[config.mk]
export PLATFORM = sky130hd
export DESIGN_NAME = izh_spike_monitor
export DESIGN_NICKNAME = d
export VERILOG_FILES = /design/src/rtl/izh_pkg.sv /design/src/rtl/izh_isi_fifo.sv /design/src/rtl/izh_spike_monitor.sv
export SDC_FILE = /design/constraint.sdc
export NUM_CORES = 1
export LEC_CHECK = 0
export BUFFER_PORTS_ARGS = -buffer_cell sky130_fd_sc_hd__buf_2
export CORE_MARGIN = 1.5
export CORE_UTILIZATION = 56
export CTS_BUF_LIST = sky130_fd_sc_hd__clkbuf_2 sky130_fd_sc_hd__clkbuf_4 sky130_fd_sc_hd__clkbuf_8
export DETAILED_ROUTE_END_ITERATION = 8
export GPL_ROUTABILITY_DRIVEN = 0
export PLACE_DENSITY = 0.84
export SLEW_MARGIN = 40
export SYNTH_ARGS = -nofsm -noshare
export SYNTH_HDL_FRONTEND = slang
export SYNTH_SLANG_ARGS = --single-unit
export TNS_END_PERCENT = 1
[constraint.sdc]
create_clock -name clk -period 3.68 [get_ports clk]
set_input_delay 0.736 -clock clk [delete_from_list [all_inputs] [get_ports clk]]
set_output_delay 0.736 -clock clk [all_outputs]
set_load 0.05 [all_outputs]
[src/rtl/izh_pkg.sv]
// izh_pkg: shared types and defaults for the Izhikevich spike monitor
package izh_pkg;
    localparam int ISI_W_DEF      = 16;
    localparam int FIFO_DEPTH_DEF = 4;
    typedef logic signed [7:0] memv_t;
    typedef enum logic [1:0] {S_ARMED, S_FIRING, S_REFRACT} state_t;
endpackage

[src/rtl/izh_isi_fifo.sv]
// izh_isi_fifo: show-ahead FIFO with level, full and empty flags
module izh_isi_fifo #(
    parameter int W     = 16,
    parameter int DEPTH = 4
) (
    input  logic                     clk,
    input  logic                     rst,
    input  logic                     clear,
    input  logic                     push,
    input  logic                     pop,
    input  logic [W-1:0]             din,
    output logic [W-1:0]             dout,
    output logic [$clog2(DEPTH):0]   level,
    output logic                     full,
    output logic                     empty
);
    localparam int AW = $clog2(DEPTH);
    logic [W-1:0]  mem [DEPTH];
    logic [AW-1:0] wr, rd;
    logic          do_push, do_pop;
    assign empty   = level == '0;
    assign full    = level == (AW+1)'(DEPTH);
    // a pop frees the slot, so a full FIFO still accepts a simultaneous push
    assign do_pop  = pop && !empty;
    assign do_push = push && (!full || do_pop);
    assign dout    = empty ? '0 : mem[rd];
    always_ff @(posedge clk or posedge rst) begin
        if (rst) begin
            wr    <= '0;
            rd    <= '0;
            level <= '0;
            for (int i = 0; i < DEPTH; i++) mem[i] <= '0;
        end else if (clear) begin
            wr    <= '0;
            rd    <= '0;
            level <= '0;
        end else begin
            if (do_push) begin
                mem[wr] <= din;
                wr      <= wr + 1'b1;
            end
            if (do_pop) rd <= rd + 1'b1;
            level <= level + (AW+1)'(do_push) - (AW+1)'(do_pop);
        end
    end
endmodule

[src/rtl/izh_spike_monitor.sv]
// izh_spike_monitor: spike detection with hysteresis/refractory, spike count and ISI FIFO
module izh_spike_monitor
    import izh_pkg::*;
#(
    parameter int ISI_W      = ISI_W_DEF,
    parameter int FIFO_DEPTH = FIFO_DEPTH_DEF,
    parameter int HYST       = 8,
    parameter int REFRACT    = 2
) (
    input  logic                          clk,
    input  logic                          rst,
    input  logic [7:0]                    v_in,
    input  logic                          v_valid,
    input  logic [7:0]                    thresh,
    input  logic                          clear,
    output logic                          spike,
    output logic [15:0]                   spike_count,
    output logic [ISI_W-1:0]              isi_data,
    output logic                          isi_valid,
    input  logic                          isi_ready,
    output logic [$clog2(FIFO_DEPTH):0]   fifo_level,
    output logic                          overflow
);
    localparam int RW = REFRACT > 1 ? $clog2(REFRACT + 1) : 1;
    state_t            state, state_nx;
    logic [RW-1:0]     rcnt, rcnt_nx;
    memv_t             v_s, t_s;
    logic signed [8:0] lo;
    logic              above, below, fire, push, pop, full, empty, first_seen;
    logic [ISI_W-1:0]  isi_cnt, isi_inc;
    assign v_s   = v_in;
    assign t_s   = thresh;
    // re-arm level is computed in 9 bits so thresh - HYST never wraps
    assign lo    = {t_s[7], t_s} - 9'(HYST);
    assign above = v_s > t_s;
    assign below = $signed({v_s[7], v_s}) < lo;
    assign isi_inc = &isi_cnt ? isi_cnt : isi_cnt + 1'b1;
    assign push  = fire && first_seen;
    assign pop   = isi_valid && isi_ready && !clear;
    assign isi_valid = !empty;
    always_ff @(posedge clk or posedge rst) begin
        if (rst) begin
            state <= S_ARMED;
            rcnt  <= '0;
        end else if (clear) begin
            state <= S_ARMED;
            rcnt  <= '0;
        end else begin
            state <= state_nx;
            rcnt  <= rcnt_nx;
        end
    end
    always_comb begin
        state_nx = state;
        rcnt_nx  = rcnt;
        if (v_valid) begin
            case (state)
                S_ARMED:  if (above) state_nx = S_FIRING;
                S_FIRING: if (below) begin
                    state_nx = REFRACT == 0 ? S_ARMED : S_REFRACT;
                    rcnt_nx  = RW'(REFRACT);
                end
                S_REFRACT: begin
                    state_nx = rcnt <= RW'(1) ? S_ARMED : S_REFRACT;
                    rcnt_nx  = rcnt <= RW'(1) ? rcnt : rcnt - 1'b1;
                end
                default: state_nx = S_ARMED;
            endcase
        end
    end
    always_comb fire = v_valid && !clear && state == S_ARMED && above;
    always_ff @(posedge clk or posedge rst) begin
        if (rst) begin
            spike       <= 1'b0;
            spike_count <= '0;
            isi_cnt     <= '0;
            first_seen  <= 1'b0;
            overflow    <= 1'b0;
        end else if (clear) begin
            spike       <= 1'b0;
            spike_count <= '0;
            isi_cnt     <= '0;
            first_seen  <= 1'b0;
            overflow    <= 1'b0;
        end else begin
            spike <= fire;
            if (fire) begin
                spike_count <= spike_count + 1'b1;
                isi_cnt     <= '0;
                first_seen  <= 1'b1;
            end else if (v_valid) begin
                isi_cnt <= isi_inc;
            end
            if (push && full && !pop) overflow <= 1'b1;
        end
    end
    izh_isi_fifo #(.W(ISI_W), .DEPTH(FIFO_DEPTH)) u_fifo (
        .clk   (clk),
        .rst   (rst),
        .clear (clear),
        .push  (push),
        .pop   (pop),
        .din   (isi_inc),
        .dout  (isi_data),
        .level (fifo_level),
        .full  (full),
        .empty (empty)
    );
endmodule

==> summary.txt, run 1 <==
Status
  – Status: completed

Power and ir drop
  – Leakage power summed over all cells: around 0.0034 uW
  – Peak supply drop: about 0.00026 V
  – Logic gate share of total power: a little over a fifth
  – Switching power: 793 uW
  – PD cells: 373 nW/um^2
  – Clock network power share: just under 30%
  – Power Internal: 1800 uW
  – Switching share of power: ~31%
  – Power, Total: between 2000 and 3000 uW
  – Sequential power share: between 40% and 50%

Global routing
  – Number of antenna violations at the first check in global routing: 0
  – First-pass GRT wire length: about 22 mm
  – Global route total overflow: 0
  – Vias in the first global route: approximately 4400
  – Pin count of the biggest net entering global routing: 62
  – Overall track demand over capacity in global routing: about 23%

Finish
  – Number of nets in the final layout: roughly 640
  – Inserted Diodes: 0
  – Layout area overhead: 9.00%
  – Share of cells above drive strength 1: about a third
  – Area of the multi-input gates: between 3000 and 4000 um^2
  – Fill count: 847
  – Combined flip-flop and latch cell area: 2750 um^2

CTS
  – Buffer depth of the longest clock path: 2
  – H-tree level count: 3
  – Clock tree from TritonCTS: yes
  – Post-CTS Hold Fix Bufs: 0
  – Number of sinks handled by clock tree synthesis: 110
  – Setup repair bufs after CTS: 0
  – Number of gates given a new drive strength after cts: 0
  – Source-to-sink clock delay at the later pin of the worst-skew pair: between 300 and 400 ps
  – Clock slew at reported path FFs: about 100 ps
  – Library cell used as clock root buffer: sky130_fd_sc_hd__clkbuf_8
  – Total clock buffers created by CTS: 9

Die
  – Number of I/O pins: just under 60
  – Core Footprint: between 10000 and 15000 um^2
  – Die Wd: approximately 110 um
  – Die area: between 10000 and 15000 um^2
  – Number of core rows: 38
  – Die H: 110 um
  – Starting density of the core: around 58%

Setup path
  – WS Path Type: reg2out
  – Required time of the critical path: around 2900 ps
  – Internal reg-to-reg setup slack: 930 ps
  – Critical Path End Type: output port
  – Critical register-to-register path startpoint: u_fifo.level[1]$_DFF_PP0_
  – Critical Path Max Stage Delay: 800 ps
  – CP max stage cell: sky130_fd_sc_hd__dfrtp_1
  – Worst r2r path cells: 11
  – CP cell instances: mux4_2 -> and2_1 -> buf_2
  – Kind of launch point of the worst setup path: flop
  – Largest fanout on the critical path: 14
  – Critical path arrival: around 2200 ps
  – Capture point of the worst reg-to-reg path: u_fifo.level[2]$_DFF_PP0_

Drt
  – Post-DR vias/cell: 5.98
  – Vias post-DR: 4430
  – Drt total wl: roughly 13 mm
  – Total DRC errors in the routed layout: 0
  – Post-DR wirelength/cell: between 15 and 20 um
  – Final antenna-violating net count: 0
  – Number of iterations in the first detailed-routing pass: 4
  – Initial DRC count: 260

Yosys
  – Count of mapped cells out of synthesis: 550
  – Yosys warning total: 0
  – Synth Net Count: around 600
  – Async SR Flop Fraction: 100%
  – Count of flip-flops with a built-in enable after synthesis: 0
  – Area share of the leading cell type in the synthesized netlist: 43.0%
  – Library cell occupying the most area in the post-synthesis netlist: sky130_fd_sc_hd__dfrtp_1
  – Total standard cell area after synthesis: 6390 um^2
  – Main flop type after synthesis: sky130_fd_sc_hd__dfrtp_1
  – Mean instance size in the synthesized netlist: approximately 12 um^2
  – Register bit total from synthesis: 110
  – Distinct cells, synth: 60
  – Largest cells by area after synthesis: sky130_fd_sc_hd__dfrtp_1 (43%), sky130_fd_sc_hd__mux2_2 (10%), sky130_fd_sc_hd__mux4_2 (5.6%)
  – Proportion of synthesized chip area in sequential cells: ~43%

Flow run
  – MaxCap Viol Count: 0

Timing
  – Worst-margin pin slew: about 700 ps
  – Tmin final: 2890 ps
  – Final Hold Viols: 0
  – Worst setup skew after layout: 13.2 ps
  – Unrepaired setup endpoints after global routing: false
  – Fmax achieved: roughly 0.35 GHz
  – Number of failing setup endpoints in the final timing report: 0
  – Final period utilization: between 70% and 80%
  – Worst rel slew slack: a little over half
  – Total count of max-transition violations in the final report: 0
  – Final-layout setup total negative slack: 0 ps

Placement
  – Port Buffers: 58
  – Post-detailed-placement half-perimeter wirelength: 8.95 mm

Hold path
  – Type of the worst min-delay path: in2async
[final cells by class]
cell class / instances / area share (%)
clock buffers: 12 / 2.37
repair buffers: 66 / 5.21
multi-input cells: 387 / 48.5
clock inverters: 3 / 0.610
well taps: 140 / 2.51
inverters: 23 / 1.27
flip-flops and latches: 110 / 39.5
[synthesized netlist by cell type, types with 2 or more instances]
master	n
sky130_fd_sc_hd__mux4_2	16
sky130_fd_sc_hd__nor3b_1	14
sky130_fd_sc_hd__clkbuf_1	14
sky130_fd_sc_hd__o21ai_0	12
sky130_fd_sc_hd__nand4_1	10
sky130_fd_sc_hd__and2_1	17
sky130_fd_sc_hd__a211oi_1	4
sky130_fd_sc_hd__mux2_4	20
sky130_fd_sc_hd__and4_1	2
sky130_fd_sc_hd__nor3_1	17
sky130_fd_sc_hd__xnor2_1	6
sky130_fd_sc_hd__mux2i_1	4
sky130_fd_sc_hd__a41oi_1	2
sky130_fd_sc_hd__nand3_2	3
sky130_fd_sc_hd__nor2_1	32
sky130_fd_sc_hd__xor2_1	7
sky130_fd_sc_hd__nor4_1	2
sky130_fd_sc_hd__ha_1	24
sky130_fd_sc_hd__inv_1	23
sky130_fd_sc_hd__a21o_1	4
sky130_fd_sc_hd__nand2_2	2
sky130_fd_sc_hd__and3_1	9
sky130_fd_sc_hd__o211ai_1	2
sky130_fd_sc_hd__buf_6	5
sky130_fd_sc_hd__dfrtp_1	110
sky130_fd_sc_hd__a211o_1	2
sky130_fd_sc_hd__nor2b_1	16
sky130_fd_sc_hd__buf_4	4
sky130_fd_sc_hd__or3_1	5
sky130_fd_sc_hd__o21ai_1	2
sky130_fd_sc_hd__a21oi_1	10
sky130_fd_sc_hd__buf_2	6
sky130_fd_sc_hd__mux2_2	57
sky130_fd_sc_hd__a31oi_1	2
sky130_fd_sc_hd__nand3_1	21
sky130_fd_sc_hd__nand2b_1	11
sky130_fd_sc_hd__mux2_1	4
sky130_fd_sc_hd__nand3_4	2
sky130_fd_sc_hd__o22ai_1	3
sky130_fd_sc_hd__nand2_1	13
sky130_fd_sc_hd__a31o_2	12
[power by group through the flow]
stage	combinational, uW	sequential [uW]	clock (uW)
2_1_floorplan	400	1340	0
3_3_place_gp	529	1310	0
3_5_place_dp	549	1320	0
4_1_cts	550	1290	775
5_1_grt	598	1300	811
6_report	542	1290	763
[cell usage in the layout, fill, tap and decap left out, types with 7 or more instances in the layout]
cell type / Yosys / final
sky130_fd_sc_hd__inv_1: 23 / 22
sky130_fd_sc_hd__a21oi_1: 10 / 10
sky130_fd_sc_hd__and2_1: 17 / 17
sky130_fd_sc_hd__xor2_1: 7 / 7
sky130_fd_sc_hd__mux2_2: 57 / 57
sky130_fd_sc_hd__buf_2: 6 / 58
sky130_fd_sc_hd__nor2_1: 32 / 32
sky130_fd_sc_hd__clkbuf_8: 0 / 12
sky130_fd_sc_hd__a31o_2: 12 / 12
sky130_fd_sc_hd__nor2b_1: 16 / 16
sky130_fd_sc_hd__mux4_2: 16 / 16
sky130_fd_sc_hd__dfrtp_1: 110 / 110
sky130_fd_sc_hd__and3_1: 9 / 9
sky130_fd_sc_hd__o21ai_0: 12 / 12
sky130_fd_sc_hd__nand4_1: 10 / 10
sky130_fd_sc_hd__nor3b_1: 14 / 14
sky130_fd_sc_hd__mux2_4: 20 / 20
sky130_fd_sc_hd__ha_1: 24 / 24
sky130_fd_sc_hd__buf_4: 4 / 7
sky130_fd_sc_hd__nor3_1: 17 / 17
sky130_fd_sc_hd__nand3_1: 21 / 21
sky130_fd_sc_hd__nand2_1: 13 / 13
sky130_fd_sc_hd__nand2b_1: 11 / 11
[worst max-delay path: cells and delay by family (launching register included)]
kind / cells / cell delay, ps
simple gates: 1 / 170
flops: 1 / 800
buf+inv: 1 / 200
mux: 1 / 600
[layer usage]
layer / wire (um) / up-vias / track usage (%)
met5: 0 / - / 0
met1: 5750 / 2225 / 30.6
met3: 548 / 10 / 4.74
met2: 6510 / 95 / 39.3
met4: 101 / 0 / 4.45
li1: - / 2100 / -
[flip-flops by register name, summed over array words and instances, names as in the netlist]
register,count
spike_count,16
u_fifo.wr,2
u_fifo.level,3
isi_cnt,16
u_fifo.rd,2
u_fifo.mem,64
overflow,1
first_seen,1
spike,1
rcnt,2
state,2
[cells by family (layout without fill, tap and decap cells)]
logic type,count (synthesis),in the layout,synth area share (%)
adder cells (fa/ha/maj),25,25,5.01
flip-flops,110,110,43.0
buffers and inverters,53,104,4.05
XOR/XNOR,13,13,1.78
AND/OR/NAND/NOR,183,183,16.9
AO/OA/AOI/OAI,65,65,7.51
multiplexers,101,101,21.7
[worst max path at each step]
stage / from / end / slack (ps) / depth (start not counted)
global route: thresh[5] / u_fifo.level[2]$_DFF_PP0_ / 670 / 14
finish: u_fifo.rd[1]$_DFFE_PP0P_ / isi_data[15] / 790 / 3
global placement: thresh[5] / u_fifo.level[2]$_DFF_PP0_ / 580 / 14
detailed placement: thresh[5] / u_fifo.level[2]$_DFF_PP0_ / 490 / 14
CTS: u_fifo.rd[1]$_DFFE_PP0P_ / isi_data[15] / 750 / 3
floorplan: rst / first_seen$_DFFE_PP0P_ / 40 / 1
[metrics by stage]
stage | hold slack (ps) | setup slack [ps] | cells | cell area, um^2 | utilization (%)
2_1_floorplan | 470 | 41.7 | 550 | 6390 | -
3_3_place_gp | 483 | 580 | 726 | 6760 | 61.6
3_5_place_dp | 490 | 488 | 726 | 6760 | 61.6
4_1_cts | 466 | 748 | 741 | 6970 | 63.5
5_1_grt | 505 | 674 | 741 | 6970 | 63.5
6_report | 443 | 785 | 741 | 6970 | 63.5
No activity file was read; power rests on OpenSTA's default activity.
==> run 2, diff against run 1 <==
ABC_AREA = 1   (was not set)
CORE_UTILIZATION = 60   (was 56)
PLACE_DENSITY = 0.85   (was 0.84)
clock period = 2.8 ns   (was 3.68 ns; I/O delays follow)
==> run 2 against run 1 <==
  * Critical endpoint is now isi_data[6]
  * Area after synthesis up 1.1%
  * Clock skew up 5.1 ps
  * Power rose by 50%
  * Largest power group unchanged
  * Final cell count is 42% higher
  * Setup slack lost 570 ps
  * Clock power grew 20%
  * Hold slack worse by 180 ps
  * Critical path type unchanged
  * Critical path depth rose by 3
  * Routed wire length is 20% higher
  * Via count grew 36%
==> summary.txt, run 2 <==
Yosys
  – Count of flip-flops with a built-in enable after synthesis: 0
  – Register bit total from synthesis: 110
  – Top-count cell post-synth: sky130_fd_sc_hd__nand2_1
  – Async SR Flop Fraction: 100%
  – Synth Net Count: 901
  – Area share of the leading cell type in the synthesized netlist: 42.6%
  – Library cell occupying the most area in the post-synthesis netlist: sky130_fd_sc_hd__dfrtp_1
  – Mean instance size in the synthesized netlist: ~7.6 um^2
  – Proportion of synthesized chip area in sequential cells: a little over two fifths
  – Yosys warning total: 0
  – Most instantiated cells after synthesis: sky130_fd_sc_hd__nand2_1 (265), sky130_fd_sc_hd__dfrtp_1 (110), sky130_fd_sc_hd__nor2_1 (105), sky130_fd_sc_hd__nand4_1 (75), sky130_fd_sc_hd__inv_1 (55)
  – Count of mapped cells out of synthesis: around 860
  – Distinct cells, synth: 36
  – Largest cells by area after synthesis: sky130_fd_sc_hd__dfrtp_1 (43%), sky130_fd_sc_hd__nand2_1 (15%), sky130_fd_sc_hd__nand4_1 (7.3%)
  – Total standard cell area after synthesis: between 6000 and 7000 um^2
  – Main flop type after synthesis: sky130_fd_sc_hd__dfrtp_1

Setup path
  – Critical path arrival: between 2000 and 2500 ps
  – Largest fanout on the critical path: 12
  – Crit-path leading delay family: buffers and inverters
  – WS Path Type: reg2out
  – Kind of launch point of the worst setup path: flop
  – CP cell instances: clkinv_1 -> buf_4 -> nor2_1 -> o21ai_0 -> a21oi_1 -> buf_2
  – Critical Path Max Stage Delay: 370 ps
  – Critical Path End Type: output port
  – Required time of the critical path: between 2000 and 2500 ps
  – WP buf/inv: 3
  – CP max stage cell: sky130_fd_sc_hd__dfrtp_1

Finish
  – Share of cells above drive strength 1: approximately 14%
  – Core occupancy in the finished layout: between 60 and 70%
  – Layout area overhead: 11.0%
  – Largest reg by FF count: u_fifo.mem
  – Combined flip-flop and latch cell area: between 2000 and 3000 um^2
  – Number of cells in the finished layout apart from fillers: between 1000 and 1500
  – Number of flip-flops in the largest register: 64
  – Inserted Diodes: 0
  – Fill count: between 800 and 900
  – Most frequent standard cell in the layout excluding fill and tap cells: sky130_fd_sc_hd__nand2_1
  – Leading registers by flop count: u_fifo.mem x64, isi_cnt x16, spike_count x16
  – Area of the multi-input gates: 3260 um^2
  – Commonest cells after routing, fill and taps aside: sky130_fd_sc_hd__nand2_1 (265), sky130_fd_sc_hd__dfrtp_1 (110), sky130_fd_sc_hd__nor2_1 (104), sky130_fd_sc_hd__nand4_1 (75), sky130_fd_sc_hd__buf_2 (58)
  – Number of nets in the final layout: 957

Power and ir drop
  – PD cells: 543 nW/um^2
  – Peak supply drop: between 0.0005 and 0.0006 V
  – Leakage power summed over all cells: 0.00375 uW

Global routing
  – Pin count of the biggest net entering global routing: 66
  – Number of antenna violations at the first check in global routing: 0
  – Global route total overflow: 0
  – First-pass GRT wire length: between 20 and 30 mm
  – Vias in the first global route: 5584
  – Overall track demand over capacity in global routing: between 20% and 30%

Flow run
  – MaxCap Viol Count: 0

Drt
  – Final antenna-violating net count: 0
  – Total DRC errors in the routed layout: 0
  – Initial DRC count: ~520
  – Post-DR wirelength/cell: around 15 um
  – Post-DR vias/cell: approximately 5.7
  – Number of iterations in the first detailed-routing pass: 5
  – Vias post-DR: ~6000
  – Drt total wl: about 15 mm

Die
  – Starting density of the core: about 62%
  – Die Wd: 107 um
  – Die H: between 100 and 150 um
  – Die area: roughly 11000 um^2
  – Number of I/O pins: just under 60
  – Core Footprint: 10400 um^2
  – Number of core rows: 37

Timing
  – Final worst slack: 216 ps
  – Fmax achieved: just under 0.4 GHz
  – Final Hold Viols: 0
  – Worst-margin pin slew: around 760 ps
  – Final period utilization: 92.3%
  – Tmin final: around 2600 ps
  – Worst setup skew after layout: 18.3 ps
  – Worst rel slew slack: about half
  – Number of failing setup endpoints in the final timing report: 0
  – Unrepaired setup endpoints after global routing: false
  – Total count of max-transition violations in the final report: 0

CTS
  – H-tree level count: 3
  – Clock tree from TritonCTS: yes
  – Clock slew at reported path FFs: ~110 ps
  – Setup repair bufs after CTS: 0
  – Library cell used as clock root buffer: sky130_fd_sc_hd__clkbuf_8
  – Source-to-sink clock delay at the later pin of the worst-skew pair: 380 ps
  – Number of sinks handled by clock tree synthesis: 110
  – Total clock buffers created by CTS: 9
  – Post-CTS Hold Fix Bufs: 0
  – Buffer depth of the longest clock path: 2
  – Number of gates given a new drive strength after cts: 0

Hold path
  – Type of the worst min-delay path: in2async

Placement
  – Post-detailed-placement half-perimeter wirelength: about 11 mm
  – Worst slack at placement: -8.05 ps
  – Port Buffers: 58
  – Number of cells after detailed placement: about 1000

Status
  – Status: completed
run 2: power by group:
part           leakage, uW  internal [uW]  total, uW  switching, uW
Clock            0.0000829            353        919            566
Sequential         0.00153           1640       1710           63.6
Combinational      0.00214            339       1270            928
Total              0.00375           2330       3890           1560
run 2: cells by family after synthesis:
logic type / share of synthesized area (%)
buffers and inverters: 7.03
XOR/XNOR: 3.12
AND/OR/NAND/NOR: 34.9
adder cells (fa/ha/maj): 4.96
flip-flops: 42.6
AO/OA/AOI/OAI: 7.38
run 2: layer usage:
layer	routed length [um]	global-route usage (%)
met1	6690	38.6
met3	1160	4.07
met2	7380	47.0
met4	222	9.24
met5	0	0
run 2: layout make-up:
class / count / area share (%)
Multi-Input combinational cell: 638 / 45.5
Clock inverter: 5 / 0.593
Tap cell: 136 / 2.37
Clock buffer: 10 / 1.92
Timing Repair Buffer: 90 / 7.92
Inverter: 62 / 3.30
Sequential cell: 110 / 38.4
run 2: stage by stage:
| step | total power, uW | setup TNS, ps | instance area (um^2) | hold slack [ps] |
|---|---|---|---|---|
| 6_report | 3890 | 0 | 7170 | 267 |
| 5_1_grt | 4080 | 0 | 7170 | 309 |
| 4_1_cts | 3890 | 0 | 7170 | 284 |
| 3_5_place_dp | 2990 | -8.05 | 6990 | 453 |
| 3_3_place_gp | 2970 | 0 | 6990 | 448 |
| 2_1_floorplan | 2660 | 0 | 6470 | 437 |
run 2: path summary, 6_finish.rpt:
path                                                start                         end  cells past startpoint  slack (ps)
worst max-delay path             u_fifo.rd[1]$_DFFE_PP0P_                 isi_data[6]                      6         220
worst min-delay path                                  rst   u_fifo.level[2]$_DFF_PP0_                      2         270
worst max register to register     isi_cnt[0]$_DFFE_PP0P_  u_fifo.mem[39]$_DFFE_PP0P_                      9         580
worst min register to register  u_fifo.mem[8]$_DFFE_PP0P_   u_fifo.mem[8]$_DFFE_PP0P_                      2         470
max in group asynchronous                             rst      isi_cnt[9]$_DFFE_PP0P_                      3        1860
min in group clk                u_fifo.mem[8]$_DFFE_PP0P_   u_fifo.mem[8]$_DFFE_PP0P_                      2         470
